**src/rtl/serial_full_subtractor.sv**
```systemverilog
// -----------------------------------------------------------------------------
// serial_full_subtractor
//
// Bit-serial, LSB-first word subtractor: DIFF = A - B - Borrow_in over
// WIDTH-bit words. Each accepted bit takes one borrow from the previous bit of
// the same word; the first bit of a word takes Borrow_in as its seed. The
// datapath has two register stages, so out_valid appears exactly 2 cycles
// after the input bit is accepted. It accepts one bit per cycle and has no
// backpressure.
//
// Optional feature macro: SUB_SIGNED_OVF_EN
//   When defined, output ovf flags two's-complement overflow of the word on its
//   out_last beat. When undefined, the port and its logic are absent.
//
// Parameters
//   WIDTH       bits per word (2..64)
//
// Ports
//   clk         in   clock, all state updates on posedge
//   rst_n       in   asynchronous active-low reset
//   in_valid    in   A/B/in_first/Borrow_in valid this cycle
//   in_first    in   marks bit 0 of a word
//   A           in   minuend bit
//   B           in   subtrahend bit
//   Borrow_in   in   word borrow seed, sampled only with in_valid & in_first
//   Diff        out  difference bit
//   Borrow_out  out  borrow out of this bit (word borrow when out_last)
//   out_valid   out  Diff/Borrow_out valid
//   out_last    out  marks bit WIDTH-1 of a word
//   frame_err   out  1-cycle framing violation pulse, aligned with out_valid
//   ovf         out  signed overflow on the out_last beat (macro builds only)
// -----------------------------------------------------------------------------
module serial_full_subtractor #(
  parameter int WIDTH = 8
) (
  input  logic clk,
  input  logic rst_n,
  input  logic in_valid,
  input  logic in_first,
  input  logic A,
  input  logic B,
  input  logic Borrow_in,
  output logic Diff,
  output logic Borrow_out,
  output logic out_valid,
  output logic out_last,
  output logic frame_err
`ifdef SUB_SIGNED_OVF_EN
  ,
  output logic ovf
`endif
);

  localparam int CW = $clog2(WIDTH);

  typedef enum logic {
    IDLE = 1'b0,
    RUN  = 1'b1
  } state_e;

  state_e        state_q, state_d;
  logic [CW-1:0] bit_cnt_q, bit_cnt_d;
  logic          borrow_q, borrow_d;

  // Per-bit combinational results.
  logic          accept;    // bit enters the pipeline
  logic          is_last;   // bit is WIDTH-1 of the current word
  logic          is_err;    // framing violation seen on this input
  logic          bsel;      // borrow into this bit
  logic          d_bit;
  logic          bo_bit;

  // Stage 1 registers.
  logic          valid_s1_q, d_s1_q, bo_s1_q, last_s1_q, err_s1_q;

  // Stage 2 (output) registers.
  logic          valid_s2_q, d_s2_q, bo_s2_q, last_s2_q, err_s2_q;

`ifdef SUB_SIGNED_OVF_EN
  logic          ovf_s1_q, ovf_s2_q;
`endif

  // ---------------------------------------------------------------------------
  // Framing FSM and bit arithmetic
  // ---------------------------------------------------------------------------
  // NOTE: every signal written here gets a default first, so no path can leave
  // one unassigned and infer a latch.
  always_comb begin
    state_d   = state_q;
    bit_cnt_d = bit_cnt_q;
    borrow_d  = borrow_q;
    accept    = 1'b0;
    is_last   = 1'b0;
    is_err    = 1'b0;
    bsel      = borrow_q;

    if (in_valid) begin
      if (in_first) begin
        // Start of a word. In RUN this aborts the word in flight: the new bit
        // is still emitted, but flagged, and the old word never sees out_last.
        accept    = 1'b1;
        bsel      = Borrow_in;
        is_err    = (state_q == RUN);
        state_d   = RUN;
        bit_cnt_d = CW'(1);
      end else if (state_q == RUN) begin
        accept = 1'b1;
        if (bit_cnt_q == CW'(WIDTH - 1)) begin
          is_last   = 1'b1;
          state_d   = IDLE;
          bit_cnt_d = '0;
        end else begin
          bit_cnt_d = bit_cnt_q + CW'(1);
        end
      end else begin
        // Mid-word bit with no word open: dropped, but reported.
        is_err = 1'b1;
      end
    end

    d_bit  = A ^ B ^ bsel;
    bo_bit = (~A & B) | (~(A ^ B) & bsel);

    if (accept) begin
      borrow_d = bo_bit;
    end
  end

  // NOTE: sequential state uses non-blocking assignments so every register
  // samples the pre-edge values, independent of statement order.
  always_ff @(posedge clk or negedge rst_n) begin
    if (!rst_n) begin
      state_q   <= IDLE;
      bit_cnt_q <= '0;
      borrow_q  <= 1'b0;
    end else begin
      state_q   <= state_d;
      bit_cnt_q <= bit_cnt_d;
      borrow_q  <= borrow_d;
    end
  end

  // ---------------------------------------------------------------------------
  // Two-stage output pipeline. Data is zeroed on bubbles so the outputs read
  // 0 whenever out_valid is low.
  // ---------------------------------------------------------------------------
  always_ff @(posedge clk or negedge rst_n) begin
    if (!rst_n) begin
      valid_s1_q <= 1'b0;
      d_s1_q     <= 1'b0;
      bo_s1_q    <= 1'b0;
      last_s1_q  <= 1'b0;
      err_s1_q   <= 1'b0;
      valid_s2_q <= 1'b0;
      d_s2_q     <= 1'b0;
      bo_s2_q    <= 1'b0;
      last_s2_q  <= 1'b0;
      err_s2_q   <= 1'b0;
    end else begin
      valid_s1_q <= accept;
      d_s1_q     <= accept & d_bit;
      bo_s1_q    <= accept & bo_bit;
      last_s1_q  <= is_last;
      err_s1_q   <= is_err;
      valid_s2_q <= valid_s1_q;
      d_s2_q     <= d_s1_q;
      bo_s2_q    <= bo_s1_q;
      last_s2_q  <= last_s1_q;
      err_s2_q   <= err_s1_q;
    end
  end

`ifdef SUB_SIGNED_OVF_EN
  // On the MSB, overflow is the borrow into the bit XOR the borrow out of it.
  always_ff @(posedge clk or negedge rst_n) begin
    if (!rst_n) begin
      ovf_s1_q <= 1'b0;
      ovf_s2_q <= 1'b0;
    end else begin
      ovf_s1_q <= is_last & (bsel ^ bo_bit);
      ovf_s2_q <= ovf_s1_q;
    end
  end

  assign ovf = ovf_s2_q;
`endif

  assign Diff       = d_s2_q;
  assign Borrow_out = bo_s2_q;
  assign out_valid  = valid_s2_q;
  assign out_last   = last_s2_q;
  assign frame_err  = err_s2_q;

endmodule

```
**config.mk**
```make
export PLATFORM = sky130hd
export DESIGN_NAME = serial_full_subtractor
export DESIGN_NICKNAME = d
export VERILOG_FILES = /design/src/rtl/serial_full_subtractor.sv
export SDC_FILE = /design/constraint.sdc
export NUM_CORES = 1
export LEC_CHECK = 0
export ABC_AREA = 1
export CAP_MARGIN = 10
export CORE_AREA = 8 8 45 47
export DETAILED_ROUTE_END_ITERATION = 10
export DIE_AREA = 0 0 53 55
export GPL_TIMING_DRIVEN = 0
export PLACE_DENSITY_LB_ADDON = 0.25
export SYNTH_ARGS = -nofsm -noshare
export SYNTH_HDL_FRONTEND = slang
export SYNTH_SLANG_ARGS = --single-unit
```
**constraint.sdc**
```tcl
create_clock -name clk -period 1.4 [get_ports clk]
set_clock_uncertainty 0.1 [all_clocks]
set_input_delay 0.42 -clock clk [delete_from_list [all_inputs] [get_ports clk]]
set_output_delay 0.42 -clock clk [all_outputs]
set_load 0.01 [all_outputs]
```
==> results of run 1 <==
-- kinds of logic after synthesis --
| logic type | synth area share |
|---|---|
| compound gates | 0.0346 |
| fa+ha+maj | 0.0994 |
| buf+inv | 0.0518 |
| flops | 0.648 |
| simple gates | 0.166 |
-- worst max-delay path by stage --
stage	depth (start not counted)	start	to	slack, ns
after floorplan	5	in_valid	d_s1_q	0.008
after global placement	6	in_valid	d_s1_q	-0.65
after detailed placement	6	in_valid	d_s1_q	-0.66
after CTS	1	Diff	Diff	0.001
after global routing	5	bit_cnt_q[0]	bit_cnt_q[0]	0.02
final	1	Borrow_out	Borrow_out	0.08
-- timing repair --
item,4_1_cts,5_1_grt
buffers inserted,0,0
pin swaps,2,2
resized for setup,26,8
setup endpoints to repair,11,5
-- stage by stage --
step           hold WS, ns  power (mW)  worst slack, ns
2_1_floorplan       0.0244       0.581          0.00831
3_3_place_gp         0.233       0.645           -0.653
3_5_place_dp         0.237       0.652           -0.660
4_1_cts              0.257       0.895          0.00141
5_1_grt              0.246       0.938           0.0205
6_report             0.237       0.879           0.0770
-- power groups by stage --
| stage | clock (mW) | sequential (mW) | combinational (mW) |
|---|---|---|---|
| CTS | 0.255 | 0.496 | 0.143 |
| global route | 0.278 | 0.502 | 0.159 |
| global placement | 0 | 0.503 | 0.142 |
| finish | 0.248 | 0.497 | 0.134 |
| floorplan | 0 | 0.507 | 0.0740 |
| detailed placement | 0 | 0.504 | 0.147 |
-- cells in the final DEF (no fill, tap or decap), drive strengths merged --
| master | synthesis | routed |
|---|---|---|
| nor2 | 5 | 5 |
| clkdlybuf4s50 | 0 | 1 |
| dlymetal6s2s | 0 | 2 |
| nor3 | 1 | 1 |
| ha | 3 | 3 |
| dlygate4sd2 | 0 | 1 |
| clkbuf | 0 | 5 |
| fa | 1 | 1 |
| dfrtp | 15 | 15 |
| inv | 8 | 8 |
| nand3 | 1 | 1 |
| o21ai | 4 | 4 |
| buf | 0 | 6 |
| nand2 | 14 | 14 |
-- layout make-up --
type | count | area, µm²
Tap cell | 16 | 20.0
Fill cell | 138 | 673
Timing Repair Buffer | 11 | 78.8
Inverter | 8 | 30.0
Clock buffer | 4 | 26.3
Multi-Input combinational cell | 29 | 180
Sequential cell | 15 | 375
-- metal layers --
layer	GRT usage	vias up
met2	0.123	9
met5	0	-
met4	0.0776	0
met3	0.0348	4
li1	-	189
met1	0.0997	174
-- sequential cells by signal, indices dropped and copies added (netlist names) --
| name | flops |
|---|---|
| Borrow_out | 1 |
| Diff | 1 |
| bit_cnt_q | 3 |
| bo_s1_q | 1 |
| borrow_q | 1 |
| d_s1_q | 1 |
| err_s1_q | 1 |
| frame_err | 1 |
| last_s1_q | 1 |
| out_last | 1 |
| out_valid | 1 |
| state_q | 1 |
| valid_s1_q | 1 |
==> impl_metrics.env, run 1 <==
export IMPL_num_antenna_cells=0
export IMPL_ys_ff_latch=15
export IMPL_drv_slew=0
export IMPL_gr_total_overflow=0
export IMPL_rows=14
export IMPL_final_area_um2=711
export IMPL_synth_top_area_frac=0.648
export IMPL_status="finished, final reports clean"
export IMPL_clock_latency_ns=0.28
export IMPL_netSwitchingFraction=0.267
export IMPL_crit_path_start_kind="flop"
export IMPL_ys_seq_area_frac=0.648
export IMPL_track_usage=0.0870
export IMPL_ys_flop_type="dfrtp_1"
export IMPL_drt_wl_total_um=1060
export IMPL_drt_iter0_drc=1
export IMPL_clk_pin_slew_worst_paths_ns=0.08
export IMPL_syn_to_final_growth_pct=22.7
export IMPL_max_freq_mhz=756
export IMPL_core_area_um2=1380
export IMPL_grt_setup_unrepaired="false"
export IMPL_ys_warn_count=0
export IMPL_synth_top_area_cell="dfrtp_1"
export IMPL_hold_class="input pin to flop"
export IMPL_cts_tree="done"
export IMPL_worstReg2RegEnd="d_s1_q"
export IMPL_syn_num_nets=63
export IMPL_gp_congestion=0.755
export IMPL_syn_inst=52
export IMPL_clock_sinks=15
export IMPL_cts_max_level=1
export IMPL_period_share=0.945
export IMPL_cpPeakStageDelay_ns=0.38
export IMPL_path_buf_inv=1
export IMPL_dp_cells=79
export IMPL_powerDensity_nw_per_um2=1240
export IMPL_power_share_clock=0.282
export IMPL_required_ns=0.88
export IMPL_max_clock_path_buffers=2
export IMPL_p_leak_nw=0.405
export IMPL_worstPathArrival_ns=0.80
export IMPL_whs_endpoint="last_s1_q"
export IMPL_grt_max_degree=16
export IMPL_peakVddDrop_mv=0.707
export IMPL_cts_root_buffer="clkbuf_4"
export IMPL_pin_count=12
export IMPL_hp_start="in_first"
export IMPL_finalNonFillerCells=83
export IMPL_endpoint_kind="output port"
export IMPL_ant_nets=0
export IMPL_wire_per_inst_um=12.7
export IMPL_avgSynthCellArea_um2=11.1
export IMPL_cts_hold_fix_buffers=0
export IMPL_numCtsBuffers=3
export IMPL_drc=0
export IMPL_r2r_slack_ns=0.10
export IMPL_die_area_um2=2920
export IMPL_worstSetupPathType="flop to output port"
export IMPL_synth_commonest_cells="dfrtp_1 (15), nand2_1 (13), inv_1 (7)"
export IMPL_period_needed_ns=1.32
export IMPL_nNetsFinal=79
export IMPL_yosys_top_cells_area="dfrtp_1 (65%), nand2_1 (8.4%), ha_1 (6.5%)"
export IMPL_grt_pass1_wl_um=1770
export IMPL_p_sw_uw=235
export IMPL_crit_chain="buf_2"
export IMPL_vias_per_cell=4.53
export IMPL_seq_power_share=0.565
export IMPL_p_int_uw=644
export IMPL_yosys_cell_types_count=13
export IMPL_first_global_vias=412
export IMPL_first_pass_iters=4
export IMPL_synth_area_um2=579
export IMPL_place_area_um2=709
export IMPL_antenna_found_initial=0
export IMPL_dp_hpwl_um=724
export IMPL_hold_viol=0
export IMPL_r2r_cells=6
export IMPL_cap_violations=0
export IMPL_wl_met3_um=86
export IMPL_path_max_fanout=1
export IMPL_die_y_um=55
export IMPL_finalSetupViolCount=0
export IMPL_path_delay_family="flip-flops"
export IMPL_wl_met2_um=508
export IMPL_postLayoutCoreUtil=0.514
export IMPL_hold_depth=2
export IMPL_io_buffers=11
export IMPL_synthArstFlopShare=1.00
export IMPL_vias=376
export IMPL_synth_most_common_cell="dfrtp_1"
export IMPL_slew_headroom=0.560
export IMPL_top_layer="met4"
export IMPL_initial_core_util=0.419
export IMPL_rr_startpoint="borrow_q"
export IMPL_synth_edf_count=0
export IMPL_combPwrFrac=0.153
export IMPL_die_x_um=53
export IMPL_worst_path_max_delay_cell="dfrtp_1"
export IMPL_layout_drive_gt1_share=0.254
export IMPL_fin_tns_setup_ns=0
export IMPL_worst_pin_slew_ns=0.657
export IMPL_drt_met1_wl_um=435
No activity file was read; power rests on OpenSTA's default activity.
==> run 2: changes to the inputs <==
- GPL_TIMING_DRIVEN: 0 -> 1
==> impl_metrics.env, run 2 (same netlist as run 1, synthesis figures left out) <==
export IMPL_max_freq_mhz=753
export IMPL_peakVddDrop_mv=0.634
export IMPL_first_global_vias=415
export IMPL_gp_congestion=0.744
export IMPL_syn_to_final_growth_pct=30.5
export IMPL_worstPathArrival_ns=1.44
export IMPL_vias=404
export IMPL_die_y_um=55
export IMPL_postLayoutCoreUtil=0.546
export IMPL_top_register="bit_cnt_q"
export IMPL_slew_headroom=0.871
export IMPL_grt_max_degree=16
export IMPL_cts_max_level=1
export IMPL_hold_class="flop to flop"
export IMPL_total_power_uw=880
export IMPL_first_pass_iters=4
export IMPL_core_area_um2=1380
export IMPL_dp_hpwl_um=737
export IMPL_clk_pin_slew_worst_paths_ns=0.08
export IMPL_cts_root_buffer="clkbuf_4"
export IMPL_period_needed_ns=1.33
export IMPL_dp_cells=84
export IMPL_clock_latency_ns=0.28
export IMPL_path_max_fanout=3
export IMPL_netSwitchingFraction=0.263
export IMPL_place_area_um2=747
export IMPL_max_clock_path_buffers=2
export IMPL_num_antenna_cells=0
export IMPL_layout_commonest_cell="dfrtp_1"
export IMPL_finalSetupViolCount=0
export IMPL_drt_wl_total_um=1020
export IMPL_grt_pass1_wl_um=1780
export IMPL_io_buffers=11
export IMPL_power_share_clock=0.273
export IMPL_die_x_um=53
export IMPL_gr_total_overflow=0
export IMPL_cts_tree="done"
export IMPL_track_usage=0.0852
export IMPL_numCtsBuffers=3
export IMPL_post_cts_buffers=0
export IMPL_seq_power_share=0.561
export IMPL_nFillCells=135
export IMPL_finalNonFillerCells=88
export IMPL_antenna_found_initial=0
export IMPL_largest_reg_flops=3
export IMPL_final_cell_mix="dfrtp_1 (15), nand2_1 (12), inv_1 (6)"
export IMPL_drc=0
export IMPL_worst_pin_slew_ns=0.193
export IMPL_status="finished, final reports clean"
export IMPL_powerDensity_nw_per_um2=1160
export IMPL_p_leak_nw=0.426
export IMPL_drt_iter0_drc=2
export IMPL_p_sw_uw=232
export IMPL_required_ns=1.51
export IMPL_period_share=0.949
export IMPL_grt_setup_unrepaired="false"
export IMPL_nNetsFinal=84
export IMPL_hold_viol=0
export IMPL_die_area_um2=2920
export IMPL_worstSetupPathType="input pin to flop"
export IMPL_wire_per_inst_um=11.5
export IMPL_crit_path_start_kind="input pin"
export IMPL_final_area_um2=756
export IMPL_p_int_uw=648
export IMPL_combPwrFrac=0.165
export IMPL_drv_slew=0
export IMPL_cap_violations=0
export IMPL_layout_drive_gt1_share=0.306
export IMPL_vias_per_cell=4.59
export IMPL_whs_ns=0.252
export IMPL_pin_count=12
export IMPL_initial_core_util=0.419
export IMPL_endpoint_kind="flop"
export IMPL_clock_sinks=15
export IMPL_rows=14
export IMPL_ant_nets=0
==> run 2: cell count changes in the layout (fill, tap and decap cells not counted), sizes merged <==
cell	change
clkdlybuf4s15	+1
clkbuf	-1
dlygate4sd2	+1
buf	+4
dlymetal6s2s	-1
clkinv	+1
==> run 2: path summary, 6_finish.rpt <==
kind / start / end / slack (ns) / cells past startpoint
setup / recovery: in_first / d_s1_q / 0.07 / 7
hold / removal: d_s1_q / Diff / 0.25 / 0
setup reg to reg: borrow_q / d_s1_q / 0.10 / 6
hold reg to reg: d_s1_q / Diff / 0.25 / 0
max in group asynchronous: rst_n / state_q / 0.68 / 2
min in group asynchronous: rst_n / out_last / 0.34 / 2
==> run 2: metal layers <==
metal / part of all wire / global-route usage / up-vias
met3: 0.10 / 0.0428 / 2
met5: 0 / 0 / -
li1: - / - / 196
met4: 0.017 / 0.0474 / 0
met2: 0.48 / 0.131 / 9
met1: 0.40 / 0.0946 / 197
==> run 2: per-stage QoR <==
stage / TNS, ns / setup slack [ns]
final: 0 / 0.0711
after global routing: 0 / 0.00600
after CTS: 0 / 0.00195
after detailed placement: -3.42 / -0.578
after global placement: -3.20 / -0.546
after floorplan: 0 / 0.00831
==> run 2: repair_timing <==
action,CTS,global route
hold buffers,0,0
pin swaps,2,2
resized for setup,26,7
endpoints found under the setup margin,11,3
==> run 2: power groups by stage <==
stage	combinational (mW)	sequential, mW	clock [mW]
3_3_place_gp	0.153	0.503	0
2_1_floorplan	0.0740	0.507	0
4_1_cts	0.151	0.495	0.253
5_1_grt	0.169	0.500	0.278
6_report	0.146	0.494	0.241
3_5_place_dp	0.157	0.503	0
==> run 2: final cells by class <==
| class | count | area (µm²) | share of cell area |
|---|---|---|---|
| Sequential cell | 15 | 375 | 0.497 |
| Tap cell | 16 | 20.0 | 0.0265 |
| Timing Repair Buffer | 16 | 118 | 0.156 |
| Clock buffer | 3 | 22.5 | 0.0298 |
| Multi-Input combinational cell | 29 | 185 | 0.245 |
| Inverter | 8 | 30.0 | 0.0397 |
| Clock inverter | 1 | 5.00 | 0.00662 |
==> run 2: critical path, cell delays in order <==
cell and delay, ns:
clkdlybuf4s15_1 0.20, nand2_2 0.08, nand2_1 0.07, o21ai_2 0.06, fa_1 0.50, inv_1 0.04
nor2_1 0.08
==> variant: new RTL, flow settings as in run 2 <==
Remove the register `last_s2_q`: a continuous assignment takes its place, so the output `out_last` follows one clock earlier.
--- a/src/rtl/serial_full_subtractor.sv
+++ b/src/rtl/serial_full_subtractor.sv
@@ -154,7 +154,6 @@
       valid_s2_q <= 1'b0;
       d_s2_q     <= 1'b0;
       bo_s2_q    <= 1'b0;
-      last_s2_q  <= 1'b0;
       err_s2_q   <= 1'b0;
     end else begin
       valid_s1_q <= accept;
@@ -165,10 +164,11 @@
       valid_s2_q <= valid_s1_q;
       d_s2_q     <= d_s1_q;
       bo_s2_q    <= bo_s1_q;
-      last_s2_q  <= last_s1_q;
       err_s2_q   <= err_s1_q;
     end
   end
+
+  assign last_s2_q = last_s1_q;
 
 `ifdef SUB_SIGNED_OVF_EN
   // On the MSB, overflow is the borrow into the bit XOR the borrow out of it.
Behaviour: not the same (Yosys sat finds a counterexample within 10 cycles, from zero or initial values and one cycle with rst_n low).
==> variant against run 2 <==
Register-to-register slack about the same; clock power increased by 19%; cell area decreased by 1.7%; non-clock buffer count unchanged; wire length increased by 5.0%; power increased by 2.2%; sequential cell count decreased by 1; worst setup slack got worse by 0.064 ns; sequential share of layout area decreased by 2.5 points; area after synthesis decreased by 4.3%; sequential power decreased by 5.5%; largest power group unchanged.
==> variant: results (changes against run 2) <==
GRT
  – Largest net degree at the start of global routing: 15 (was 16)
  – First-pass GRT wire length: 1.71 mm (was 1.78 mm)
  – Met1 Track Usage GR: 8.20% (was 9.46%)
  – Met3 Usage GRT: 2.67% (was 4.28%)
  – Grt met2 use: 14.3% (was 13.1%)

Clock network
  – CTS resizes: 16 (was 26)
  – Post-CTS Setup Inserts: 1 (was 0)

Routing
  – Initial detailed-routing violation count: 6 (was 2)
  – Wire per inst: 12.3 µm (was 11.5 µm)
  – Post-DR vias/cell: 4.62 (was 4.59)
  – Met2 WL: 542 µm (was 490 µm)

Run status
  – Outcome: completed (unchanged)

Logic synthesis
  – Post-Synthesis Cells: 51 (was 52)
  – Synth top cells by count: 14 x dfrtp_1, 13 x nand2_1, 7 x inv_1, 4 x nor2_1, 3 x ha_1 (was 15 x dfrtp_1, 13 x nand2_1, 7 x inv_1, 4 x nor2_1, 3 x ha_1)
  – Adder-Cell Fraction of Synth Area: 10.4% (was 9.94%)
  – Synth Net Count: 62 (was 63)
  – #FFs+latches synth: 14 (was 15)
  – Top post-synthesis cells by area: dfrtp_1 63%, nand2_1 8.8%, ha_1 6.8%, inv_1 4.7%, fa_1 3.6% (was dfrtp_1 65%, nand2_1 8.4%, ha_1 6.5%, inv_1 4.5%, fa_1 3.5%)
  – Compound-cell area share of the yosys netlist: 3.61% (was 3.46%)

Power
  – Internal power: 0.000673 W (was 0.000648 W)
  – Leak Pwr: 0.411 nW (was 0.426 nW)

Placed design
  – Post-Place Cells: 82 (was 84)
  – GPL Wtd Cong: 0.742 (was 0.744)
  – Placed inst area: 714 µm² (was 747 µm²)
  – Pre-CTS WS: -0.580 ns (was -0.578 ns)

Cells and area
  – Fin util: 53.7% (was 54.6%)
  – Clock buffer cells: 4 (was 3)
  – Design Area, Final: 743 µm² (was 756 µm²)
  – Non-filler cells, final: 87 (was 88)
  – FILL cells: 131 (was 135)
  – Fraction of layout cells with a size suffix above 1: 32.4% (was 30.6%)
  – Clk cell area share: 4.88% (was 3.64%)
[variant: worst paths after layout]
path | startpoint | to | slack [ns] | cells past startpoint
min | valid_s1_q$_DFF_PN0_ | out_valid$_DFF_PN0_ | 0.25 | 0
max reg2reg | borrow_q$_DFFE_PN0P_ | d_s1_q$_DFF_PN0_ | 0.10 | 6
min in group asynchronous | rst_n | Diff$_DFF_PN0_ | 0.34 | 2
max | in_first | d_s1_q$_DFF_PN0_ | 0.007 | 6
min reg2reg | valid_s1_q$_DFF_PN0_ | out_valid$_DFF_PN0_ | 0.25 | 0
max in group asynchronous | rst_n | bit_cnt_q[1]$_DFFE_PN0P_ | 0.70 | 2
[variant: worst max-delay path, cell delays in order]
cell and delay, ns:
dlygate4sd2_1 0.25, nand2_2 0.10, o21ai_2 0.18, fa_1 0.42
inv_1 0.06, nor2_1 0.03
